[config.mk]
export PLATFORM = sky130hd
export DESIGN_NAME = down_counter_timer
export DESIGN_NICKNAME = d
export VERILOG_FILES = /design/src/rtl/down_counter_timer.sv
export SDC_FILE = /design/constraint.sdc
export NUM_CORES = 1
export LEC_CHECK = 0
export ABC_AREA = 1
export BUFFER_PORTS_ARGS = -buffer_cell sky130_fd_sc_hd__buf_2
export CORE_AREA = 2 2 39 41
export CTS_CLUSTER_DIAMETER = 50
export DETAILED_ROUTE_END_ITERATION = 12
export DIE_AREA = 0 0 41 43
export GPL_ROUTABILITY_DRIVEN = 0
export HOLD_SLACK_MARGIN = 0.02
export RECOVER_POWER = 100
export REMOVE_ABC_BUFFERS = 1
export SYNTH_ARGS = -nofsm -noshare
export SYNTH_HDL_FRONTEND = slang
export SYNTH_SLANG_ARGS = --single-unit
[constraint.sdc]
create_clock -name clk -period 3.35 [get_ports clk]
set_clock_uncertainty 0.2 [all_clocks]
set_input_delay 0.67 -clock clk [delete_from_list [all_inputs] [get_ports clk]]
set_output_delay 0.67 -clock clk [all_outputs]
set_load 0.02 [all_outputs]
[src/rtl/down_counter_timer.sv]
// Loadable modulo-MODULUS down counter / countdown timer with a registered
// one-cycle terminal-count pulse and optional automatic reload.
module down_counter_timer #(
  parameter int WIDTH   = 3,
  parameter int MODULUS = 7
) (
  input  logic             clk,
  input  logic             reset,
  input  logic             en,
  input  logic             load,
  input  logic [WIDTH-1:0] load_val,
  input  logic             auto_reload,
  output logic [WIDTH-1:0] count,
  output logic             busy,
  output logic             tc
);

  typedef enum logic {
    IDLE = 1'b0,
    RUN  = 1'b1
  } state_e;

  // One extra bit so MODULUS == 2**WIDTH still compares correctly.
  localparam logic [WIDTH:0]   MOD_EXT = (WIDTH + 1)'(MODULUS);
  localparam logic [WIDTH-1:0] MAX_VAL = WIDTH'(MODULUS - 1);

  state_e           state_q;
  logic [WIDTH-1:0] count_q;
  logic [WIDTH-1:0] reload_q;
  logic             auto_q;
  logic             tc_q;
  logic [WIDTH-1:0] load_v;

  assign load_v = ({1'b0, load_val} < MOD_EXT) ? load_val : MAX_VAL;

  // NOTE: sequential state uses non-blocking (<=) so every register samples
  // the pre-edge values; reset is synchronous, so it lives inside the clocked branch.
  always_ff @(posedge clk) begin
    if (reset) begin
      state_q  <= IDLE;
      count_q  <= '0;
      reload_q <= '0;
      auto_q   <= 1'b0;
      tc_q     <= 1'b0;
    end else if (load) begin
      state_q  <= RUN;
      count_q  <= load_v;
      reload_q <= load_v;
      auto_q   <= auto_reload;
      tc_q     <= 1'b0;
    end else begin
      tc_q <= 1'b0;
      case (state_q)
        RUN: begin
          if (en) begin
            if (count_q != '0) begin
              count_q <= count_q - WIDTH'(1);
            end else begin
              // Terminal count: never wrap by decrement, only reload or stop.
              tc_q <= 1'b1;
              if (auto_q) count_q <= reload_q;
              else        state_q <= IDLE;
            end
          end
        end
        default: ;
      endcase
    end
  end

  assign count = count_q;
  assign busy  = (state_q == RUN);
  assign tc    = tc_q;

endmodule

; ---- After elaboration in Yosys (flattened, before gate mapping)
; Cells that the tools add are included.
[word_totals]
register_bits = 9
input_bits = 8
output_inout_bits = 5
word_cells = 27
[classes]
add_sub_neg = 1
magnitude_cmp = 1
muxes = 12
bitwise_logic = 2
reduce_logical = 6
[op_table]
columns = op, count
row1 = 3-bit 2-to-1 mux, 6
row2 = 1-bit 2-to-1 mux, 6
row3 = 3-bit nonzero test, 2
row4 = 2-bit nonzero test, 2
row5 = 4-bit OR reduction, 1
row6 = "3-bit < comparator, second input constant", 1
row7 = 3-bit AND reduction, 1
row8 = "3-bit by 1-bit subtractor with 3-bit output, second input constant", 1
row9 = 1-bit NOT, 2

; ---- Longest topological paths before layout
; Gate-level depths: netlist of run 1.
[logic_depth]
depth_word = 5
depth_mapped = 9
ltp_nobuf = 9

; ---- Worst setup path before layout of run 1
; OpenSTA, ideal clock, no wires.
[synth_timing]
path_kind = reg-to-reg
from = register count_q[0] (netlist: count[0])
to = register count_q[2] (netlist: count[2])
setup_ns = 0.112
arrival_ns = 1.201
t_required_ns = 3.038
setup_slack_ns = 1.838
path_stages_with_launch = 9
n_path_buf = 0
period_less_slack_ns = 1.512
path_cell_list = dfxtp_1 inv_1 ha_1 nand2_1 nand2_1 nor2_1 nor2_1 nor2_1 nor2_1
[synth_via]
elab_chain_cells = 5
elab_cells_between_ends = 8
classes_between = add/sub (1) / mux (4) / reduce/logical (3)
[synth_rtl]
columns = item, line_no
row1 = "start, declared", 28  ; logic [WIDTH-1:0] count_q;
row2 = "start signal, assigned", 47  ; count_q <= load_v;
row3 = "start signal, assigned", 57  ; count_q <= count_q - WIDTH'(1);
row4 = "start signal, assigned", 61  ; if (auto_q) count_q <= reload_q;
row5 = 3-bit by 1-bit subtractor with 3-bit output or 3-bit nonzero test (tied branches), "57, 56"
row6 = 3-bit 2-to-1 mux, 56  ; if (count_q != '0) begin
row7 = 3-bit 2-to-1 mux, 55  ; if (en) begin
row8 = 3-bit 2-to-1 mux, 53  ; case (state_q)
row9 = 3-bit 2-to-1 mux, 45  ; end else if (load) begin
; Several ways; a longest one is shown, not always the timed one. The select of a mux whose other input is x is not followed.
; A chain may end at the register's enable or synchronous reset.

; ---- Worst setup path after layout of run 1
[layout_timing]
from = register state_q (netlist: busy)
to = output port busy
[layout_lines]
columns = item, line_no
row1 = "start, declared", 27  ; state_e state_q;
row2 = "start signal, assigned", 40  ; state_q <= IDLE;
row3 = "start signal, assigned", 46  ; state_q <= RUN;
row4 = "start signal, assigned", 62  ; else state_q <= IDLE;
row5 = "end, declared", 14  ; output logic busy,
; No word-level cell between the ends.

==> metrics.txt, run 1 <==
clock buffer depth=2; DR iter-0 viols=7; drt first pass iters=4; Worst setup SP type=register; library cells used by synthesis=16; synthesized area=480 sq um; FF/Latch Area=about 180 sq um; max cap viols=0; share of the synthesized area in the top cell type=a little under two fifths; Reg2Reg Depth=9; Clk pin slew, worst setup/hold paths=approximately 70 ps; Yosys warnings=0; WP data arrival=a little over 900 ps; DP HPWL=approximately 840 um; leakage power=0.284 nW; outcome=finished clean; fin util=40.9%; share of cells above drive strength 1=between 10% and 20%; Slew @ Worst Pin=around 270 ps; Seq/Total Area, Yosys=a little under two fifths; EDFF count, synth=0; area leader, netlist=dfxtp_1; vias in the first global route=421; PortBufs=12; Multi-input gate area=255 sq um; Hold Path Class=reg -> reg; global-route wire length before repair=~1800 um; critical path depth=1; top cells by area, synth=dfxtp_1, nand2_1, nor2_1; GRT Total Usage=16.3%; Crit-path slowest cell=dfxtp_1; Seq cells post-synth=9; count of final max-slew check failures=0; Worst slew margin=between 80% and 90%; area delta synth->final=17.7%; ys async rst share=0%; filler cell count=roughly 160; hold_buf cts=0; antenna-violating nets left=0; die area=approximately 0.0018 sq mm; CP bufs+invs=1; worst path cell trace=clkbuf_1; ANT cells=0; met1 WL=around 500 um; worst hold margin=roughly 270 ps; # H-tree levels=1; gr ovfl total=0; routed via count=484; TritonCTS clock tree=built; Primary FF master, synth=dfxtp_1; worst stage delay on the critical path=between 300 and 400 ps; CTS resizes=0; pin count of the biggest net entering global routing=8; Cell Pwr Density=roughly 520 mW/mm^2; Tcrit/Tclk final=between 50% and 60%; Clock Latency Late Sink=around 270 ps; Hold Crit Depth=2; Final #Nets=98; Fin Setup TNS=0 ps; max layer used=met4; clk root buf=clkbuf_4; Final setup viols=0; Post-CTS Setup Bufs=0; Crit Path Class=reg -> out; core area=~0.0014 sq mm; Starting Density=a little over a third; DRC=0; met2 wire len=566 um; delay-heaviest family, CP=flip-flops; crit path time final=around 1800 ps; vias per inst=4.70; RSZ-0062 raised after global routing=false; initial antenna violation count=0; Post-synth top cells=nand2_1, nor2_1, dfxtp_1; CP Capture Type=output pin; FP Rows=14; WL per Instance=~11 um; worst vdd ir=0.263 mV; final hold vios=0; fmax=roughly 0.56 GHz; CP max FO=4; WL final=roughly 1100 um; CTS sink cnt=9; Num CTS Buffers=3; Avg Cell Area, Syn=approximately 6.8 sq um; Data required, critical path=around 2500 ps; Die H=about 43 um; IO Count=13; Synth Instances=a little over 70; most common cell in the netlist=nand2_1; DIE WIDTH=41 um; met3 wire len=between 40 and 50 um
==> stage by stage <==
step / instance area [sq um] / instances / setup WS [ps] / power [mW]
floorplan: 480 / 71 / 1840 / 0.190
global placement: 561 / 99 / 1730 / 0.214
detailed placement: 561 / 99 / 1700 / 0.216
CTS: 588 / 103 / 1620 / 0.302
global route: 566 / 103 / 1520 / 0.317
finish: 566 / 103 / 1560 / 0.295
==> report_power, final <==
part           leakage [nW]  total, mW  switching [mW]  internal (mW)
sequential           0.0744      0.122         0.00559          0.116
clock                0.0177     0.0865          0.0422         0.0442
combinational         0.192     0.0867          0.0563         0.0304
==> worst reg2reg max path: stages (launching register included) <==
cell     delay, ps
dfxtp_1        320
inv_1           90
ha_1           220
inv_1           50
nor2_1         150
nand2_1        110
nand3_1        160
nand2_1         90
nand2_1         70
nor2_1          50
==> flip-flops by register name (all words and copies together), names as in the netlist <==
| name | flops |
|---|---|
| tc | 1 |
| reload_q | 3 |
| auto_q | 1 |
| busy | 1 |
| count | 3 |
==> path summary, 6_finish.rpt <==
check / start / end / slack (ps)
worst max-delay path: busy / busy / 1560
worst min-delay path: reload_q[1] / reload_q[1] / 270
worst max register to register: count[1] / count[1] / 1740
worst min register to register: reload_q[1] / reload_q[1] / 270
==> area by class of cell <==
cell class / count / area share [%]
clock buffers: 3 / 3.98
repair buffers: 12 / 9.29
multi-input cells: 54 / 45.1
flip-flops and latches: 9 / 31.9
inverters: 8 / 5.31
clock inverters: 1 / 0.885
well taps: 16 / 3.54
==> layout by cell type (no fill, tap or decap) <==
master,netlist,routed
a21oi_1,2,2
buf_2,0,6
clkbuf_1,0,6
clkbuf_4,0,3
clkinv_2,0,1
dfxtp_1,9,9
ha_1,2,2
inv_1,7,7
inv_2,1,1
nand2_1,21,22
nand3_1,4,5
nand3b_1,1,1
nand4_1,2,2
nor2_1,14,14
nor3_1,1,1
o21ai_0,1,1
o22ai_1,2,2
or2_4,2,2
==> cells by family (layout without fill, tap and decap cells) <==
group / Yosys count / in the layout / synth area share, %
DFF: 9 / 9 / 37.5
adders and majority gates: 2 / 2 / 5.21
and+or+nand+nor: 47 / 47 / 45.3
buffers and inverters: 8 / 24 / 6.25
AOI/OAI and AO/OA: 5 / 5 / 5.73
==> per-layer routing <==
metal  vias to the layer above  GRT usage [%]
li1                        261              -
met1                       207           19.3
met2                        11           24.4
met3                         5           3.14
met4                         0           12.0
met5                         -              0
Power figures use the tool's default switching activity.
==> inputs of run 2 (changes only) <==
==> constraint.sdc (replaced) <==
create_clock -name clk -period 1.86 [get_ports clk]
set_clock_uncertainty 0.2 [all_clocks]
set_input_delay 0.372 -clock clk [delete_from_list [all_inputs] [get_ports clk]]
set_output_delay 0.372 -clock clk [all_outputs]
set_load 0.02 [all_outputs]
==> run 2 against run 1 <==
Net effect:
- sequential power increased by 79%
- wire length decreased by 12%
- critical path depth increased by 8
- worst hold slack worse by 130 ps
- core utilization grew 0.81 points
- flip-flop and latch count unchanged
- cell area is 2.0% higher
- clock power rose by 69%
- global-route usage decreased by 2.5 points
- sequential share of layout area shrank 0.62 points
==> metrics.txt, run 2 (synthesis gave the netlist of run 1 again) <==
global-route wire length before repair=~1700 um; RSZ-0062 raised after global routing=false; crit path time final=1520 ps; final hold vios=0; initial antenna violation count=0; IO Count=13; leakage power=0.285 nW; Slew @ Worst Pin=around 260 ps; Hold Path Class=in -> reg; FF/Latch Area=between 150 and 200 sq um; vias per inst=~4.7; critical path depth=9; Clk pin slew, worst setup/hold paths=60 ps; reg2reg start=count[0]; fin area=approximately 580 sq um; antenna-violating nets left=0; Worst slew margin=approximately 82%; Num CTS Buffers=3; worst path cell trace=inv_1 > ha_1 > inv_1 > nor2_1 > nand2_1 > nand3_4 > nand2_1 > nand2_1 > nor2_1; Placement Setup Slack=between 300 and 400 ps; fmax=between 0.6 and 0.7 GHz; CP max FO=4; gr ovfl total=0; Final #Nets=slightly below 100; Switch Pwr=0.173 mW; Final setup viols=0; worst r2r dst=count[0]; pin count of the biggest net entering global routing=8; outcome=finished clean; die area=0.00176 sq mm; CP most frequent cell=nand2_1; Clock Latency Late Sink=between 200 and 300 ps; GRT Total Usage=between 10 and 15%; max cap viols=0; Power Total=0.521 mW; clock buffer depth=2; Logic pwr share=30.1%; Crit Path Class=reg -> reg; Cell Pwr Density=roughly 900 mW/mm^2; CTS resizes=0; core area=between 0.001 and 0.0015 sq mm; last element of the critical path=count[0]; Sequential Power Share=between 40% and 50%; CP bufs+invs=2; ANT cells=0; vias in the first global route=between 400 and 500; WL per Instance=9.74 um; Post-CTS Setup Bufs=0; Multi-input gate area=around 270 sq um; filler cell count=about 160; Pint=between 0.3 and 0.4 mW; # H-tree levels=1; DP HPWL=about 800 um; most frequent cells in the layout=nand2_1, nor2_1, dfxtp_1; DRC=0; worst vdd ir=roughly 0.42 mV; worst stage delay on the critical path=320 ps; DR iter-0 viols=18; TritonCTS clock tree=built; clk root buf=clkbuf_4; Tcrit/Tclk final=about four fifths; Reg2Reg Depth=9; WP data arrival=1470 ps; hold_buf cts=0; CTS sink cnt=9; Fin Setup TNS=0 ps; placed cell areas=around 560 sq um; FP Rows=14; reg-to-reg setup timing slack=around 340 ps; PortBufs=12; worst setup margin=about 340 ps; drt first pass iters=4; count of final max-slew check failures=0; Switching Share=~33%; Clk pwr share=between 20% and 30%; Starting Density=34.7%; routed via count=481; Die H=43 um; share of cells above drive strength 1=~15%; CP Capture Type=register; delay-heaviest family, CP=simple AND/OR/NAND/NOR gates; Data required, critical path=roughly 1800 ps; Crit-path slowest cell=dfxtp_1; WL final=about 1000 um; area delta synth->final=20.1%; Worst setup SP type=register; DIE WIDTH=41 um; CP Launch Point=count[0]; most common cell after layout, fill and taps aside=nand2_1
==> run 2: worst min-delay path by stage <==
stage / from / to / cells past startpoint
after floorplan: reload_q[1] / reload_q[1] / 2
after global placement: reload_q[1] / reload_q[1] / 2
after detailed placement: reload_q[1] / reload_q[1] / 2
after CTS: reset / busy / 2
after global routing: reset / busy / 2
final: reset / busy / 2
==> run 2: final cells by class <==
cell class,count,area share (%)
multi-input cells,54,46.4
flip-flops and latches,9,31.2
repair buffers,12,9.11
inverters,8,5.21
well taps,16,3.47
clock buffers,4,4.56
==> run 2: power groups by stage <==
stage | Clock (mW) | Sequential, mW | Combinational [mW]
after global routing | 0.159 | 0.220 | 0.181
after floorplan | 0 | 0.235 | 0.107
final | 0.146 | 0.218 | 0.157
after CTS | 0.151 | 0.218 | 0.164
after detailed placement | 0 | 0.222 | 0.163
after global placement | 0 | 0.222 | 0.162
==> run 2: routing by layer <==
metal	vias up	part of all wire [%]	track usage, %	wire length, um
li1	256	-	-	-
met1	207	45	19.8	452
met2	16	45	19.1	456
met3	2	8.0	3.14	80
met4	0	1.4	6.00	14
met5	-	0	0	0
==> run 2: through the flow <==
step           hold slack, ps  std cells  util [%]
6_report                  142        103      41.7
5_1_grt                   141        103      41.7
4_1_cts                   137        103      42.4
3_5_place_dp              263         99      40.5
3_3_place_gp              267         99      40.5
2_1_floorplan             235         71         -
